[src/rtl/crt_frame_capture_pkg.sv]
// -----------------------------------------------------------------------------
// crt_frame_capture_pkg
// Purpose : shared constants and types for the CRT receive path.
//           CRT_WIDTH / CRT_HEIGHT are the screen geometry shared with the
//           CRT transmitter; state_t is the capture/readout state encoding.
// Ports   : none (package)
// -----------------------------------------------------------------------------
package crt_frame_capture_pkg;

  localparam int unsigned CRT_WIDTH  = 40;
  localparam int unsigned CRT_HEIGHT = 6;
  localparam int unsigned CRT_CW     = 6;   // column counter width
  localparam int unsigned CRT_RW     = 3;   // row counter width
  localparam int unsigned LIT_W      = 9;   // 40*6 = 240 lit pixels max

  typedef enum logic {
    ST_CAPTURE = 1'b0,
    ST_READOUT = 1'b1
  } state_t;

endpackage

[src/rtl/crt_row_deserializer.sv]
// -----------------------------------------------------------------------------
// crt_row_deserializer
// Purpose : collects one pixel per enabled clock into a WIDTH-bit row word.
//           Pixels enter at the LSB and move left, so after WIDTH pixels the
//           first (leftmost) pixel sits in the MSB.
// Ports   : clk, rst          - clock, asynchronous active-high reset
//           i_shift_en        - accept i_pixel this cycle
//           i_pixel           - 1 = lit
//           o_row_word        - completed row including the current pixel
//           o_row_strobe      - high in the cycle the last column is accepted;
//                               o_row_word is valid during that cycle
// -----------------------------------------------------------------------------
module crt_row_deserializer
  import crt_frame_capture_pkg::*;
#(
  parameter int unsigned WIDTH = CRT_WIDTH,
  parameter int unsigned CW    = CRT_CW
) (
  input  logic             clk,
  input  logic             rst,
  input  logic             i_shift_en,
  input  logic             i_pixel,
  output logic [WIDTH-1:0] o_row_word,
  output logic             o_row_strobe
);

  // Only WIDTH-1 history bits are kept: the newest pixel completes the word
  // combinationally, which lets the top write the buffer on the same edge.
  logic [WIDTH-2:0] r_shift;
  logic [CW-1:0]    r_col;
  logic             w_last_col;

  assign w_last_col   = (r_col == CW'(WIDTH - 1));
  assign o_row_word   = {r_shift, i_pixel};
  assign o_row_strobe = i_shift_en & w_last_col;

  always_ff @(posedge clk or posedge rst) begin
    if (rst) begin
      r_shift <= '0;
      r_col   <= '0;
    end else if (i_shift_en) begin
      r_shift <= o_row_word[WIDTH-2:0];
      r_col   <= w_last_col ? '0 : r_col + CW'(1);
    end
  end

endmodule

[src/rtl/crt_frame_capture.sv]
// -----------------------------------------------------------------------------
// crt_frame_capture
// Purpose : receive end of the CRT pixel stream. Captures one HEIGHT x WIDTH
//           frame of 1-bit pixels, then offers it row by row over valid/ready.
// Ports   : clk, rst          - pixel clock, asynchronous active-high reset
//           i_pixel_valid     - qualifies i_pixel this cycle
//           i_pixel           - 1 = lit
//           o_row_valid       - o_row_data / o_row_index valid
//           i_row_ready       - reader accepts the row on valid & ready
//           o_row_data        - column c at bit WIDTH-1-c
//           o_row_index       - row number of o_row_data
//           o_frame_done      - one-cycle pulse after the last pixel of a frame
//           o_lit_count       - lit pixels in the last completed frame
//           o_overrun         - sticky: a pixel arrived during readout
// -----------------------------------------------------------------------------
module crt_frame_capture
  import crt_frame_capture_pkg::*;
#(
  parameter int unsigned WIDTH  = CRT_WIDTH,
  parameter int unsigned HEIGHT = CRT_HEIGHT,
  parameter int unsigned CW     = CRT_CW,
  parameter int unsigned RW     = CRT_RW
) (
  input  logic             clk,
  input  logic             rst,
  input  logic             i_pixel_valid,
  input  logic             i_pixel,
  output logic             o_row_valid,
  input  logic             i_row_ready,
  output logic [WIDTH-1:0] o_row_data,
  output logic [RW-1:0]    o_row_index,
  output logic             o_frame_done,
  output logic [LIT_W-1:0] o_lit_count,
  output logic             o_overrun
);

  state_t             r_state;
  state_t             w_state_next;

  logic               w_cap_en;
  logic [WIDTH-1:0]   w_row_word;
  logic               w_row_strobe;
  logic               w_last_row;
  logic               w_frame_end;
  logic               w_handshake;
  logic               w_last_out;
  logic               w_rd_en;
  logic [RW-1:0]      w_rd_addr;

  logic [RW-1:0]      r_row;
  logic [WIDTH-1:0]   r_buf [HEIGHT];
  logic [WIDTH-1:0]   r_row_data;
  logic [RW-1:0]      r_row_index;
  logic               r_row_valid;
  logic               r_frame_done;
  logic [LIT_W-1:0]   r_lit_acc;
  logic [LIT_W-1:0]   r_lit_count;
  logic               r_overrun;

  // Pixels are only consumed while capturing; during readout they are dropped.
  assign w_cap_en    = (r_state == ST_CAPTURE) & i_pixel_valid;
  assign w_last_row  = (r_row == RW'(HEIGHT - 1));
  assign w_frame_end = w_row_strobe & w_last_row;
  assign w_handshake = r_row_valid & i_row_ready;
  assign w_last_out  = w_handshake & (r_row_index == RW'(HEIGHT - 1));

  crt_row_deserializer #(
    .WIDTH (WIDTH),
    .CW    (CW)
  ) u_deser (
    .clk          (clk),
    .rst          (rst),
    .i_shift_en   (w_cap_en),
    .i_pixel      (i_pixel),
    .o_row_word   (w_row_word),
    .o_row_strobe (w_row_strobe)
  );

  // ---------------------------------------------------------------------------
  // FSM
  // ---------------------------------------------------------------------------
  always_ff @(posedge clk or posedge rst) begin
    if (rst) begin
      r_state <= ST_CAPTURE;
    end else begin
      r_state <= w_state_next;
    end
  end

  // Next state plus the buffer read request. Row 0 is fetched on the final
  // pixel so it is presented with one cycle of latency; each handshake fetches
  // the following row so back-to-back readout runs at one row per cycle.
  always_comb begin
    w_state_next = r_state;
    w_rd_en      = 1'b0;
    w_rd_addr    = '0;
    case (r_state)
      ST_CAPTURE: begin
        if (w_frame_end) begin
          w_state_next = ST_READOUT;
          w_rd_en      = 1'b1;
          w_rd_addr    = '0;
        end
      end
      ST_READOUT: begin
        if (w_last_out) begin
          w_state_next = ST_CAPTURE;
        end else if (w_handshake) begin
          w_rd_en   = 1'b1;
          w_rd_addr = r_row_index + RW'(1);
        end
      end
      default: begin
        w_state_next = ST_CAPTURE;
      end
    endcase
  end

  // ---------------------------------------------------------------------------
  // Frame buffer: write-only port here, contents are not reset
  // ---------------------------------------------------------------------------
  always_ff @(posedge clk) begin
    if (w_row_strobe) begin
      r_buf[r_row] <= w_row_word;
    end
  end

  // ---------------------------------------------------------------------------
  // Row counter (capture side)
  // ---------------------------------------------------------------------------
  always_ff @(posedge clk or posedge rst) begin
    if (rst) begin
      r_row <= '0;
    end else if (w_row_strobe) begin
      r_row <= w_last_row ? '0 : r_row + RW'(1);
    end
  end

  // ---------------------------------------------------------------------------
  // Readout: registered buffer read, held while the reader stalls
  // ---------------------------------------------------------------------------
  always_ff @(posedge clk or posedge rst) begin
    if (rst) begin
      r_row_data  <= '0;
      r_row_index <= '0;
      r_row_valid <= 1'b0;
    end else begin
      if (w_rd_en) begin
        r_row_data <= r_buf[w_rd_addr];
      end
      if (w_frame_end) begin
        r_row_valid <= 1'b1;
        r_row_index <= '0;
      end else if (w_last_out) begin
        r_row_valid <= 1'b0;
        r_row_index <= '0;
      end else if (w_handshake) begin
        r_row_index <= r_row_index + RW'(1);
      end
    end
  end

  // ---------------------------------------------------------------------------
  // Lit counter, frame_done, overrun
  // ---------------------------------------------------------------------------
  always_ff @(posedge clk or posedge rst) begin
    if (rst) begin
      r_lit_acc    <= '0;
      r_lit_count  <= '0;
      r_frame_done <= 1'b0;
      r_overrun    <= 1'b0;
    end else begin
      r_frame_done <= w_frame_end;
      if (w_cap_en) begin
        if (w_frame_end) begin
          // The final pixel itself is folded into the published count.
          r_lit_count <= r_lit_acc + LIT_W'(i_pixel);
          r_lit_acc   <= '0;
        end else begin
          r_lit_acc   <= r_lit_acc + LIT_W'(i_pixel);
        end
      end
      if ((r_state == ST_READOUT) && i_pixel_valid) begin
        r_overrun <= 1'b1;
      end
    end
  end

  assign o_row_valid  = r_row_valid;
  assign o_row_data   = r_row_data;
  assign o_row_index  = r_row_index;
  assign o_frame_done = r_frame_done;
  assign o_lit_count  = r_lit_count;
  assign o_overrun    = r_overrun;

endmodule

[config.mk]
export PLATFORM = sky130hd
export DESIGN_NAME = crt_frame_capture
export DESIGN_NICKNAME = d
export VERILOG_FILES = /design/src/rtl/crt_frame_capture_pkg.sv /design/src/rtl/crt_row_deserializer.sv /design/src/rtl/crt_frame_capture.sv
export SDC_FILE = /design/constraint.sdc
export NUM_CORES = 1
export LEC_CHECK = 0
export CAP_MARGIN = 10
export CORE_MARGIN = 5
export CORE_UTILIZATION = 60
export DETAILED_ROUTE_END_ITERATION = 8
export PLACE_DENSITY = 0.79
export SYNTH_ARGS = -nofsm -noshare
export SYNTH_HDL_FRONTEND = slang
export SYNTH_SLANG_ARGS = --single-unit
[constraint.sdc]
create_clock -name clk -period 6.4 [get_ports clk]
set_input_delay 1.92 -clock clk [delete_from_list [all_inputs] [get_ports clk]]
set_output_delay 1.92 -clock clk [all_outputs]
set_load 0.005 [all_outputs]
==> flow_summary.yaml <==
run_status:
  status: "finished clean"
yosys:
  syn_area_sq_um: 13900
  yosysWarnings: 0
  async_flop_share_pct: 32.0
  syn_nets: 1052
  ys.flop_type: "edfxtp_1"
  synth_area_per_cell_sq_um: 13.4
  synth-seq-cells: 353
  syn_inst: 1042
  synth_cell_types: 40
  synth_edf_count: 240
  ys_seq_area_share_pct: 72.0
sta:
  finalSetupViolCount: 0
  max_freq_ghz: 0.219
  worst_slew_pin_slew_ns: 1.16
  rsz0062_at_grt: "no"
  post-route-period-util_pct: 71.5
  period_minus_slack_ns: 4.57
  hold_violations: 0
  max_slew_margin_pct: 23.0
  clock_skew_ns: 0.00969
  final-max-slew-violation-count: 0
  setup_tns_ns: 0
clock_network:
  ctsResizeCount: 0
  ctsHtreeMaxLevel: 2
  hold_buffers: 0
  tritoncts: "done"
  cts-root-buf: "clkbuf_16"
  clock_latency_ns: 0.51
  cts_sinks: 353
  clk_path_buf_depth: 3
  cts_inserted_buffers: 36
  post_cts_buffers: 0
  clkSlewWorstSetupHoldPaths_ns: 0.06
floorplan:
  num_io_pins: 60
  fp-row-count: 55
  die_h_um: 162
  start_util_pct: 61.2
  core_region_area_sq_um: 22800
  die-area_sq_um: 26400
  die_w_um: 162
drt:
  drtIter0Drc: 920
  drc: 0
  detail_route.vias_per_cell: 6.23
  drt_wl_total_um: 31900
  first_pass_iters: 5
  drtAntennaViolNets: 0
  wire_per_inst_um: 22.2
  via_count: 8940
setup_path:
  path_class: "primary input to flip-flop"
  ff2ff_path_depth: 9
  ff2ff_setup_slack_ns: 3.01
  critical_path_arrival_ns: 4.96
  critPathMaxFanout: 16
  crit_path_end_kind: "flip-flop"
  r2r-start: "o_row_index[1]"
  cp-start-kind: "primary input"
  rr_endpoint: "o_row_data[0]"
  required_ns: 6.79
pwr:
  power.density_nw_per_um2: 301
  ir_drop_uv: 204
  p_clk_share_pct: 43.2
  power.leakage_nw: 6.31
  p_sw_share_pct: 20.8
  p_sw_mw: 1.01
  total_power_mw: 4.84
  internal_power_mw: 3.83
  comb_power_share_pct: 2.5
  pwr-share-seq_pct: 54.3
global_routing:
  gr-total-overflow: 0
  grt_pass1_vias: 9181
  grt_max_degree: 49
  globalRouteMet1Util_pct: 33.7
  met3_usage_pct: 4.25
  top_usage_layer: "met2"
  grt_use_total_pct: 25.0
  grt_pass1_wl_um: 51300
  antenna_found_initial: 0
  grtUsageMet2_pct: 42.5
place:
  placed_cell_area_sq_um: 14900
  dp_hpwl_um: 17800
  gp_congestion: 0.798
  port_buffers: 59
cells_and_area:
  final_common_cell: "edfxtp_1"
  area_growth_pct: 15.5
  final_cell_mix: "edfxtp_1 (240), nand2_1 (239), dfrtp_1 (113)"
  drive_gt1_share_pct: 8.74
  n_antenna_cell: 0
  fin_nets: 1105
  fillers: 1426
  final_area_sq_um: 16100
min_path:
  worstHoldPathCells: 1
  hold_start: "o_overrun"
  min_path_type: "flip-flop to flip-flop"
  hold-path-endpoint: "o_overrun"
job:
  maxCapViolations: 0
==> kinds of logic after synthesis <==
kind of cell	synth area share (%)
DFF	72.0
and+or+nand+nor	8.47
AOI/OAI and AO/OA	13.2
buffers and inverters	2.23
muxes	3.10
xor gates and xnor gates	0.628
adders and majority gates	0.449
==> worst max path at each step <==
stage | start | end | slack (ns) | depth (start not counted)
floorplan | i_pixel_valid | r_buf[1][0] | 0.62 | 4
global placement | i_row_ready | o_row_data[0] | 1.53 | 8
detailed placement | i_row_ready | o_row_data[0] | 1.46 | 8
CTS | i_row_ready | o_row_data[0] | 1.93 | 8
global route | i_row_ready | o_row_data[0] | 1.76 | 8
finish | i_row_ready | o_row_data[0] | 1.83 | 8
==> registers in the layout (all words and copies together) (netlist names), 3 cells and up <==
signal	count
o_row_index	3
o_row_data	40
r_buf	240
u_deser.r_shift	39
r_row	3
u_deser.r_col	6
r_lit_acc	9
o_lit_count	9
==> area by class of cell <==
type / count / area (sq um) / share of cell area, %
Clock buffer: 48 / 997 / 6.19
Clock inverter: 16 / 181 / 1.13
Inverter: 6 / 25.0 / 0.155
Multi-Input combinational cell: 613 / 3680 / 22.8
Sequential cell: 353 / 10000 / 62.3
Tap cell: 313 / 392 / 2.43
Timing Repair Buffer: 85 / 798 / 4.96
==> stage by stage <==
stage	hold slack (ns)	util [%]	cells	setup slack, ns
CTS	0.470	70.7	1434	1.93
global route	0.513	70.7	1434	1.76
detailed placement	0.454	65.5	1370	1.46
floorplan	0.451	-	1042	0.625
global placement	0.439	65.5	1370	1.53
finish	0.466	70.7	1434	1.83
==> layer usage <==
layer / wire length (um) / vias up
met2: 16000 / 376
met1: 12800 / 4526
met4: 657 / 0
met3: 2400 / 52
met5: 0 / -
li1: - / 3986
==> critical path, cell delays in order <==
cell	delay, ns
clkdlybuf4s50_1	0.62
and3_1	0.62
buf_4	0.30
nand3_1	0.59
buf_4	0.47
nand2_1	0.09
a31oi_1	0.09
a22o_1	0.26
==> synthesized netlist by cell type, types with 8 or more instances <==
master | number | area, sq um
edfxtp_1 | 240 | 7210
nand2_1 | 239 | 897
dfrtp_1 | 113 | 2830
o21ai_0 | 48 | 240
clkbuf_1 | 46 | 173
a21oi_1 | 41 | 205
mux2i_1 | 41 | 410
a31oi_1 | 32 | 200
a22o_1 | 31 | 272
a211o_1 | 29 | 254
nor2_1 | 29 | 109
o32ai_1 | 29 | 254
buf_2 | 21 | 105
a31o_1 | 10 | 87.6
o211a_1 | 10 | 100
o21ai_1 | 10 | 50.1
o221ai_1 | 10 | 87.6
xnor2_1 | 8 | 70.1
==> power by group through the flow <==
stage                     Combinational [mW]  Sequential, mW  Clock, mW
after global routing                   0.138            2.64       2.21
after floorplan                       0.0884            2.64          0
after detailed placement               0.121            2.67          0
final                                  0.121            2.63       2.09
after CTS                              0.123            2.63       2.11
after global placement                 0.114            2.66          0
No activity file was read; power rests on OpenSTA's default activity.
==> variant 1, RTL diff (same flow settings) <==
Reset style: synchronous (`rst`), changed in 5 clocked blocks. Comments in the files are not updated.
--- a/src/rtl/crt_row_deserializer.sv
+++ b/src/rtl/crt_row_deserializer.sv
@@ -35,5 +35,5 @@
   assign o_row_strobe = i_shift_en & w_last_col;
 
-  always_ff @(posedge clk or posedge rst) begin
+  always_ff @(posedge clk) begin
     if (rst) begin
       r_shift <= '0;
--- a/src/rtl/crt_frame_capture.sv
+++ b/src/rtl/crt_frame_capture.sv
@@ -80,5 +80,5 @@
   // FSM
   // ---------------------------------------------------------------------------
-  always_ff @(posedge clk or posedge rst) begin
+  always_ff @(posedge clk) begin
     if (rst) begin
       r_state <= ST_CAPTURE;
@@ -129,5 +129,5 @@
   // Row counter (capture side)
   // ---------------------------------------------------------------------------
-  always_ff @(posedge clk or posedge rst) begin
+  always_ff @(posedge clk) begin
     if (rst) begin
       r_row <= '0;
@@ -140,5 +140,5 @@
   // Readout: registered buffer read, held while the reader stalls
   // ---------------------------------------------------------------------------
-  always_ff @(posedge clk or posedge rst) begin
+  always_ff @(posedge clk) begin
     if (rst) begin
       r_row_data  <= '0;
@@ -164,5 +164,5 @@
   // Lit counter, frame_done, overrun
   // ---------------------------------------------------------------------------
-  always_ff @(posedge clk or posedge rst) begin
+  always_ff @(posedge clk) begin
     if (rst) begin
       r_lit_acc    <= '0;
Check against the original RTL: same outputs for any inputs over 10 cycles, from zero or initial values and one cycle with rst high; that may be too few to reach the edited logic, so the function may still have changed.
==> variant 1 against the unedited design <==
  * Final area down 4.4%
  * Sequential cell count unchanged
  * Fmax up 5.1%
  * Setup slack better by 0.22 ns
  * Clock skew up 0.0015 ns
  * Wire length down 13%
  * Synthesized area down 4.6%
Power is not compared: it rests on default switching activity, and its combinational part moved more than twofold at a synthesized area within 25%.
==> variant 1: results (changes against the unedited design) <==
Place:
- The weighted congestion reported at the end of routability-driven placement is 0.792 (-0.75%).
- The number of port buffers is 59 (unchanged).
- The worst setup slack before clock tree synthesis is 1.53 ns (+0.0646 ns).
- The half-perimeter wire length of the detailed placement result was 14.6 mm (-18%).
- The instance area at placement is 14200 um^2 (-5.1%).

Clocking:
- The clock latency on the worst-skew pair was 0.51 ns (about the same).
- The post-CTS setup buffer count is 0 (unchanged).
- The quantity of gates resized following cts is 0 (unchanged).
- The number of buffers added by the clock tree synthesis step was 36 (unchanged).
- The register clock-pin slew on the reported worst setup and hold paths is 0.06 ns (about the same).
- The H-tree depth reported by CTS was 2 (unchanged).
- Clock tree synthesis selected as its root buffer the cell sky130_fd_sc_hd__clkbuf_16.
- The clock tree buffer depth was 3 (unchanged).

GRT:
- The final global-route overflow total is 0 (unchanged).
- The largest net degree at the start of global routing was 75 (+53%).
- The via count of the first global-routing pass is 8116 (-12%).
- The total global-route track usage was 21.3% (-3.7 points).
- The number of antenna violations at the first check in global routing is 0 (unchanged).
- The wire length of the first global-routing pass is 43.8 mm (-15%).

Layout:
- The layout net count is 1033 (-6.5%).
- The fill cell total of the finished layout is 1414 (-0.84%).
- The final non-filler cell total came to 1331 (-7.2%).
- The layout cell share with drive strength beyond 1 is 12.7% (+4.0 points).
- The count of antenna diodes in the layout came to 0 (unchanged).
- The number of flip-flops in the largest register is 240 (unchanged).
- The largest register by flop count is r_buf.

Power and ir drop:
- For this design the static power due to leakage is 5.31 nW.
- The worst-case IR drop observed on VDD is 0.000191 V.

Yosys:
- The number of synthesis warnings is 0 (unchanged).
- The gate count of the mapped netlist is 973 (-6.6%).
- The number of enable flip-flop cells after synthesis is 240 (unchanged).
- Counting instances in the post-synthesis netlist gives the leading cell types as sky130_fd_sc_hd__edfxtp_1, sky130_fd_sc_hd__dfxtp_1, sky130_fd_sc_hd__nand2_1.
- Yosys attributes the largest share of cell area to sky130_fd_sc_hd__edfxtp_1, sky130_fd_sc_hd__dfxtp_1, sky130_fd_sc_hd__o22ai_1.
- The total nets after synthesis was 983 (-6.6%).
- The leading register cell type out of synthesis is sky130_fd_sc_hd__edfxtp_1.
- The share of async-settable or async-resettable flops after synthesis is 0% (-32 points).
- The number of library cell types mapped by synthesis is 47 (+18%).
- The sequential area share after synthesis came to 71.2% (-0.80 points).

Setup path:
- The beginning of the worst register-to-register path is o_row_index[0].
- The launch point of the critical path is i_pixel_valid.
- The arrival time reported for the critical path endpoint is 4.80 ns (-0.16 ns).
- The biggest fanout along the worst timing path is 25 (+9).

Run status:
- The run finished with clean final reports.

Timing:
- The maximum clock skew at final layout is 0.0112 ns (+0.00148 ns).
- The max-slew headroom at the worst pin is 35.6% (+13 points).

Hold path:
- The path type of the worst min-delay path is reg2reg.
- The startpoint of the lowest-slack hold path is r_lit_acc[0].

Route:
- The first-pass detailed-route iteration total is 5 (unchanged).
- The starting DRC count in detailed routing is 695 (-24%).
- The average routed wire per standard cell is 20.8 um (-6.7%).
- The via density per instance is 6.08 (-2.4%).
## variant 1: metal layers
layer / global-route usage [%] / part of all wire, % / vias up
met5: 0 / 0 / -
met1: 29.5 / 43 / 4002
met2: 35.6 / 48 / 290
met4: 5.82 / 2.1 / 0
met3: 3.47 / 6.6 / 49
li1: - / - / 3755
## variant 1: power by group
part | internal, mW | leakage (nW) | total (mW) | switching (mW)
Combinational | 0.00784 | 1.61 | 0.0384 | 0.0306
Sequential | 2.41 | 3.11 | 2.41 | 0.00282
Clock | 1.30 | 0.599 | 2.14 | 0.837
## variant 1: cells by family (layout without fill, tap and decap cells)
| kind of cell | Yosys count | count (layout) | synth area share (%) |
|---|---|---|---|
| adders and majority gates | 5 | 5 | 0.470 |
| muxes | 80 | 80 | 6.38 |
| AOI/OAI and AO/OA | 233 | 233 | 10.9 |
| DFF | 353 | 353 | 71.2 |
| buffers and inverters | 73 | 151 | 2.50 |
| and+or+nand+nor | 217 | 217 | 7.79 |
| xor gates and xnor gates | 12 | 12 | 0.790 |
## variant 1: cell type report
type	instances	area (um^2)	area share (%)
inverter	5	18.8	0.122
clock inverter	14	188	1.22
tap	280	350	2.27
timing repair buffer	80	743	4.82
multi-input combinational	547	3590	23.3
clock buffer	52	1040	6.77
sequential	353	9470	61.5
## variant 1: critical path, stage by stage
cell and delay, ns:
sky130_fd_sc_hd__clkdlybuf4s50_1 0.56, sky130_fd_sc_hd__nand4b_1 0.18, sky130_fd_sc_hd__or4_4 0.65, sky130_fd_sc_hd__inv_2 0.39, sky130_fd_sc_hd__nor2_1 0.15, sky130_fd_sc_hd__nor2_4 0.35
sky130_fd_sc_hd__buf_4 0.40, sky130_fd_sc_hd__a22o_1 0.18
## variant 1: final timing paths
kind | to | slack [ns] | cells after the start
min reg2reg | r_lit_acc[0] | 0.46 | 2
min | r_lit_acc[0] | 0.46 | 2
max | o_row_data[21] | 2.05 | 8
max reg2reg | o_row_data[14] | 2.84 | 8
==> variant 2, RTL diff (config.mk and constraints unchanged) <==
Without the edit above. Set the package constant `CRT_WIDTH` to 60 (it was 40).
--- a/src/rtl/crt_frame_capture_pkg.sv
+++ b/src/rtl/crt_frame_capture_pkg.sv
@@ -8,5 +8,5 @@
 package crt_frame_capture_pkg;
 
-  localparam int unsigned CRT_WIDTH  = 40;
+  localparam int unsigned CRT_WIDTH  = 60;
   localparam int unsigned CRT_HEIGHT = 6;
   localparam int unsigned CRT_CW     = 6;   // column counter width
Ports: changed (resized o_row_data); port bits go from 60 to 80. No check against the original RTL was run, so the function may have changed too.
==> variant 2 against the unedited design <==
  * Final area grew 44%
  * Synthesized area is 47% higher
  * Sequential cell count rose by 160
  * Wire length up 48%
  * Via count is 42% higher
  * Worst hold slack better by 0.013 ns
  * Sequential share of layout area rose by 0.67 points
  * Critical path type unchanged
  * Count of clock-buffer cells in the layout is 21 higher
  * Setup slack improved by 0.31 ns
  * Clock skew increased by 0.0052 ns
  * Total power rose by 40%
==> variant 2: results (changes against the unedited design) <==
GRT:
- The largest net degree at the start of global routing is 89 (+82%).
- The via count of the first global-routing pass is 13100 (+43%).
- The total global-route track usage came to 24.6% (-0.37 points).
- The met2 demand-to-capacity share in global routing was 41.2% (-1.3 points).

Timing:
- The maximum clock skew at final layout came to 0.0149 ns (+0.00522 ns).
- The tightest hold margin came to 0.479 ns (+0.0131 ns).
- The slew at the pin closest to its max-slew limit was 1.10 ns (-0.0586 ns).
- The maximum achievable frequency was 234 MHz (+7.2%).

Power and ir drop:
- The cell leakage power is 8.62 nW (+37%).
- The peak ir drop on the vdd network is 0.000282 V (+38%).

Yosys:
- The mux contribution to synthesized area is 3.85% (+0.74 points).
- In the post-synthesis netlist, the biggest area contributors are sky130_fd_sc_hd__edfxtp_1, sky130_fd_sc_hd__dfrtp_1, sky130_fd_sc_hd__nand2_1.
- The total nets after synthesis came to 1438 (+37%).
- The commonest cells after synthesis are sky130_fd_sc_hd__edfxtp_1, sky130_fd_sc_hd__nand2_1, sky130_fd_sc_hd__dfrtp_1.
- The fraction of the mapped netlist area in adder cells was 0.306% (-0.14 points).
- The sequential area share after synthesis is 71.6% (-0.36 points).
- The area share of xor/xnor cells in the synthesized design is 0.428% (-0.20 points).
- The number of library cell types mapped by synthesis is 55 (+38%).
- The share of async-settable or async-resettable flops after synthesis was 29.8% (-2.2 points).

Setup path:
- The biggest fanout along the worst timing path was 39 (+23).
- The arrival time reported for the critical path endpoint came to 4.72 ns (-0.24 ns).
- The last element of the critical path is o_row_data[40].
- The depth of the worst register-to-register path was 7 (-2).
- The setup slack of the most critical reg-to-reg path is 2.41 ns (-0.60 ns).

Layout:
- The number of buffers other than clock buffers in the final layout is 107 (+26%).
- The sequential fraction of total cell area was 63.0% (+0.67 points).
- The final-layout clock-cell area share is 7.09% (-0.23 points).
- The number of ordinary inverters in the final layout came to 47 (+41).
- The number of flip-flops in the largest register is 360 (+50%).

Place:
- The half-perimeter wire length of the detailed placement result is 24.4 mm (+37%).
- The weighted congestion reported at the end of routability-driven placement is 0.768 (-3.8%).

Clocking:
- The count of clock tree sinks was 513 (+45%).
- The number of buffers added by the clock tree synthesis step came to 50 (+39%).
- The clock latency on the worst-skew pair was 0.57 ns (+0.06 ns).

Run status:
- The flow ran to the end, and the final reports show no timing, DRC or antenna violations.

Route:
- The met1 routed wirelength after detailed routing is 18.7 mm (+46%).
variant 2: cell count changes in the layout (fill, tap and decap cells not counted), moves of 35 or more:
cell                       change
sky130_fd_sc_hd__inv_1        +42
sky130_fd_sc_hd__mux2_2       +67
sky130_fd_sc_hd__a21oi_1      -35
sky130_fd_sc_hd__or3b_2       +40
sky130_fd_sc_hd__a22oi_1      +45
sky130_fd_sc_hd__o41ai_1      +45
sky130_fd_sc_hd__o32a_1       +40
sky130_fd_sc_hd__edfxtp_1    +120
sky130_fd_sc_hd__dfrtp_1      +39
sky130_fd_sc_hd__o221ai_1     +58
sky130_fd_sc_hd__mux2i_1      -40
variant 2: power by group through the flow:
| stage | combinational [mW] | clock [mW] | sequential, mW |
|---|---|---|---|
| 6_report | 0.135 | 2.92 | 3.74 |
| 5_1_grt | 0.154 | 3.10 | 3.75 |
| 4_1_cts | 0.138 | 2.96 | 3.73 |
| 3_5_place_dp | 0.136 | 0 | 3.80 |
| 3_3_place_gp | 0.130 | 0 | 3.79 |
| 2_1_floorplan | 0.105 | 0 | 3.76 |
variant 2: metrics by stage:
step                instances  setup TNS [ns]  cell area (um^2)
floorplan                1428         -530.47             20400
global placement         1872               0             21600
detailed placement       1872               0             21600
CTS                      1966               0             23300
global route             1966               0             23300
finish                   1966               0             23300
variant 2: critical path: stages:
cell and delay [ns]:
sky130_fd_sc_hd__clkdlybuf4s50_1 0.60, sky130_fd_sc_hd__nand3_4 0.38, sky130_fd_sc_hd__o32ai_4 0.21, sky130_fd_sc_hd__buf_4 0.41
sky130_fd_sc_hd__nand2_2 0.73, sky130_fd_sc_hd__o21ai_0 0.43
